$ cat config.mk
export PLATFORM = sky130hd
export DESIGN_NAME = rv_regfile
export DESIGN_NICKNAME = d
export VERILOG_FILES = /design/src/rtl/rv_regfile.sv
export SDC_FILE = /design/constraint.sdc
export NUM_CORES = 1
export LEC_CHECK = 0
export ABC_CLOCK_PERIOD_IN_PS = 4700
export BUFFER_PORTS_ARGS = -buffer_cell sky130_fd_sc_hd__clkbuf_2
export CAP_MARGIN = 20
export CORE_AREA = 2 2 332 334
export CTS_CLUSTER_DIAMETER = 40
export CTS_CLUSTER_SIZE = 8
export DETAILED_ROUTE_END_ITERATION = 10
export DIE_AREA = 0 0 334 336
export SETUP_SLACK_MARGIN = 0.15
export SLEW_MARGIN = 20
export SYNTH_ARGS = -nofsm -noshare
export SYNTH_HDL_FRONTEND = slang
export SYNTH_SLANG_ARGS = --single-unit
$ cat constraint.sdc
create_clock -name clk -period 4.7 [get_ports clk]
set_clock_uncertainty 0.05 [all_clocks]
set_input_delay 1.41 -clock clk [delete_from_list [all_inputs] [get_ports clk]]
set_output_delay 1.41 -clock clk [all_outputs]
set_load 0.02 [all_outputs]
$ cat src/rtl/rv_regfile.sv
// RV32I integer register file: two async read ports, one sync write port, post-reset clear sequencer.
// Optional same-cycle write-through forwarding when RV_REGFILE_BYPASS_EN is defined.
//
// state | meaning
// CLEAR | zeroing x1..x(NREGS-1) one per cycle, busy=1, writes ignored
// READY | normal operation, write-back accepted
module rv_regfile #(
    parameter int XLEN  = 32,
    parameter int NREGS = 32,
    parameter int AW    = 5
) (
    input  logic            clk,
    input  logic            rst,
    input  logic            we,
    input  logic [AW-1:0]   waddr,
    input  logic [XLEN-1:0] wdata,
    input  logic [AW-1:0]   raddr1,
    input  logic [AW-1:0]   raddr2,
    output logic [XLEN-1:0] rs1,
    output logic [XLEN-1:0] rs2,
    output logic            busy
);

    typedef enum logic {CLEAR, READY} state_t;

    state_t          state;
    logic [AW-1:0]   idx;
    logic [XLEN-1:0] mem [0:NREGS-1];

    // Entry 0 is never written; x0 is produced by the read mux.
    always_ff @(posedge clk) begin
        if (rst) begin
            state <= CLEAR;
            idx   <= AW'(1);
        end else begin
            case (state)
                CLEAR: begin
                    mem[idx] <= '0;
                    if (idx == AW'(NREGS - 1)) begin
                        state <= READY;
                    end else begin
                        idx <= idx + AW'(1);
                    end
                end
                READY: begin
                    if (we && waddr != '0) begin
                        mem[waddr] <= wdata;
                    end
                end
                default: state <= CLEAR;
            endcase
        end
    end

    assign busy = (state == CLEAR);

    function automatic logic [XLEN-1:0] read_port(input logic [AW-1:0] addr);
        logic [XLEN-1:0] val;
        if (busy || addr == '0) begin
            val = '0;
`ifdef RV_REGFILE_BYPASS_EN
        end else if (we && waddr != '0 && waddr == addr) begin
            val = wdata;
`endif
        end else begin
            val = mem[addr];
        end
        return val;
    endfunction

    assign rs1 = read_port(raddr1);
    assign rs2 = read_port(raddr2);

endmodule

==> impl_metrics.tcl <==
set metrics [dict create \
    status "complete, but fails checks" \
    violations "setup timing" \
    p_clk_frac 0.476 \
    via_count 32932 \
    worstMarginPinSlew_ns 1.14 \
    grt_usage 0.310 \
    fin_area_sq_um 60600 \
    r2r_slack_ns 1.37 \
    ys_types 46 \
    syn_area_per_cell_sq_um 16.4 \
    rsz0062_at_grt "true" \
    drt_iter0_markers 4241 \
    switching_share 0.222 \
    syn_area_sq_um 48500 \
    powerDensity_nw_per_um2 366 \
    holdPathStages 2 \
    route.detailed.drc 0 \
    post-route-util 0.559 \
    setup_viol 1 \
    grt_pass1_wl_um 244000 \
    fin_ws_ns -0.0278 \
    dp_slack_ns -0.112 \
    ir_worst_vdd_v 0.000347 \
    power.switching_mw 4.93 \
    die_w_um 334 \
    async_flop_share 0 \
    clock_sinks 1030 \
    die_area_sq_um 112000 \
    final.setup.tns_ns -0.0278 \
    hold_class "reg -> reg" \
    cts_buffer_depth 3 \
    finalNetCount 3462 \
    firstDrtPassIters 6 \
    ios 115 \
    cts_root_buf "clkbuf_16" \
    synth_edf_count 1024 \
    max_stage_delay_ns 0.51 \
    fp-row-count 121 \
    dominantRegCellSynth "edfxtp_1" \
    routed_wirelength_um 177000 \
    syn_inst 2952 \
    numCtsBuffers 161 \
    grt_max_degree 36 \
    cp-end-kind "output port" \
    place_area_sq_um 53300 \
    drv_slew 0 \
    wl_per_cell_um 36.2 \
    grt_pass1_vias 33372 \
    hp-start "idx[1]" \
    cts.htree.levels 4 \
    worstPathMaxFanout 8 \
    hold_viol 0 \
    cp.arrival_ns 3.27 \
    min_period_ns 4.73 \
    antenna_found_initial 5 \
    regToRegStartpoint "state" \
    areaGrowthSynthToFinish_pct 25.1 \
    drive_above_1_share 0.312 \
    fill_cells 8241 \
    vias_per_cell 6.74 \
    hold_path_end "idx[1]" \
    cp.required_ns 3.24 \
    cts_tree "built" \
    crit_chain "clkbuf_16, buf_16, mux4_2, and3_4, a31oi_1, nand4_1, clkbuf_8" \
    cp_slowest_cell "mux4_2" \
    die_y_um 336 \
    cap_violations 0 \
    period_share 1.01 \
    total_power_mw 22.2 \
    grt-ovfl-total 0 \
    hpwlAfterDp_um 104000 \
    synth_warnings 0 \
    initial_core_util 0.447 \
    cts.reportedPaths.clkPinSlew_ns 0.05 \
    seq_area_frac_synth 0.637 \
    gp_congestion 0.873 \
    path_class "in -> out" \
    fmax_mhz 212 \
    synth-seq-cells 1030 \
    reg2reg_depth 7 \
    cp-start-kind "input port" \
    syn_nets 3004 \
    insertion_delay_ns 0.74 \
    power_frac_seq 0.456 \
    p_int_mw 17.3 \
    p_comb_frac 0.067 \
    core_area_sq_um 108000 \
    hold_buffers 0 \
    io_buffers 114 \
    r2r-end "mem[12][21]" \
    cellLeakagePower_nw 20.2 \
    final_antenna_net_count 0 \
    maxSlewHeadroom 0.234 \
]
[Yosys cell counts, types with 4 or more instances]
| cell type | n | area (sq um) |
|---|---|---|
| buf_2 | 27 | 135 |
| clkbuf_1 | 106 | 398 |
| nor2b_1 | 9 | 56.3 |
| mux2i_1 | 553 | 5540 |
| nor3_1 | 5 | 25.0 |
| mux4_2 | 236 | 5320 |
| dfxtp_1 | 6 | 120 |
| a32oi_1 | 11 | 96.3 |
| o21ai_0 | 5 | 25.0 |
| and2_1 | 38 | 238 |
| edfxtp_1 | 1024 | 30700 |
| buf_1 | 6 | 22.5 |
| and3_1 | 58 | 363 |
| nand3_1 | 141 | 706 |
| inv_1 | 4 | 15.0 |
| a31oi_1 | 21 | 131 |
| nand2_1 | 84 | 315 |
| a22oi_1 | 258 | 1940 |
| buf_6 | 25 | 282 |
| nand4_1 | 69 | 432 |
| nor2_1 | 44 | 165 |
| a21oi_1 | 116 | 581 |
| buf_4 | 69 | 518 |
[power by group through the flow]
stage	sequential (mW)	clock, mW	combinational [mW]
3_5_place_dp	10.3	0	1.25
6_report	10.1	10.6	1.50
4_1_cts	10.1	10.6	1.41
3_3_place_gp	10.3	0	1.24
2_1_floorplan	10.3	0	0.730
5_1_grt	10.1	11.0	1.52
[layout by cell type (no fill, tap or decap), types with 21 or more instances in the layout]
master,synthesis,final
edfxtp_1,1024,1024
mux2i_1,553,550
a22oi_1,258,237
mux4_2,236,236
buf_4,69,236
clkbuf_16,0,171
nand3_1,141,139
buf_12,0,102
a21oi_1,116,100
nand2_1,84,84
nand4_1,69,69
clkbuf_2,0,67
and3_1,58,45
buf_6,25,45
and2_1,38,33
nor2_4,0,32
buf_16,0,30
a22oi_2,0,21
[state kept, by name, indices dropped and copies added (netlist names)]
signal / cells
idx: 5
state: 1
mem: 1024
[worst max-delay path, delay by kind of cell]
kind                   cells  cell delay, ns
AOI/OAI and AO/OA          1            0.15
buffers and inverters      3            0.63
muxes                      1            0.51
and+or+nand+nor            2            0.53
[cells by family (layout without fill, tap and decap cells)]
family / count (synthesis) / after routing / synth area share
compound gates: 422 / 422 / 0.0591
xor+xnor: 3 / 3 / 0.000542
fa+ha+maj: 2 / 2 / 0.000516
buf+inv: 238 / 758 / 0.0283
flops: 1030 / 1030 / 0.637
mux: 790 / 790 / 0.224
other cells: 0 / 2 / 0
simple gates: 467 / 467 / 0.0508
[through the flow]
stage          hold WS [ns]  cells
2_1_floorplan         0.467   2952
3_3_place_gp          0.509   4548
3_5_place_dp          0.545   4548
4_1_cts               0.593   4856
5_1_grt               0.628   4887
6_report              0.594   4888
[layer usage]
layer	up-vias	routed length, um	part of all wire	global-route usage
li1	13117	-	-	-
met5	-	13	0.000073	0
met3	567	18600	0.10	0.0644
met2	2266	83500	0.47	0.499
met4	2	11300	0.064	0.183
met1	16980	63700	0.36	0.390
[cell type report]
| class | instances | area [sq um] | area share |
|---|---|---|---|
| repair buffers | 528 | 6290 | 0.104 |
| diodes | 2 | 5.00 | 0.0000825 |
| well taps | 1414 | 1770 | 0.0292 |
| clock inverters | 45 | 532 | 0.00877 |
| multi-input cells | 1684 | 17000 | 0.280 |
| clock buffers | 180 | 4150 | 0.0685 |
| flip-flops and latches | 1030 | 30900 | 0.509 |
| inverters | 5 | 18.8 | 0.000310 |
[how the worst max path moves through the flow]
stage,start,endpoint,slack [ns],cells after the start
final,raddr2[0],rs2[8],-0.03,7
after floorplan,rst,mem[2][0],0.36,5
after detailed placement,raddr2[0],rs2[0],-0.11,7
after CTS,raddr2[0],rs2[0],0.04,7
after global placement,raddr1[2],rs1[29],-0.41,6
after global routing,raddr2[0],rs2[8],0.05,7
[what timing repair did]
item / CTS / global route
resized for setup: 145 / 120
pin swaps: 38 / 53
cloned: 19 / 7
endpoints found under the setup margin: 64 / 59
setup buffers: 64 / 23
(Power assumes the default switching activity.)
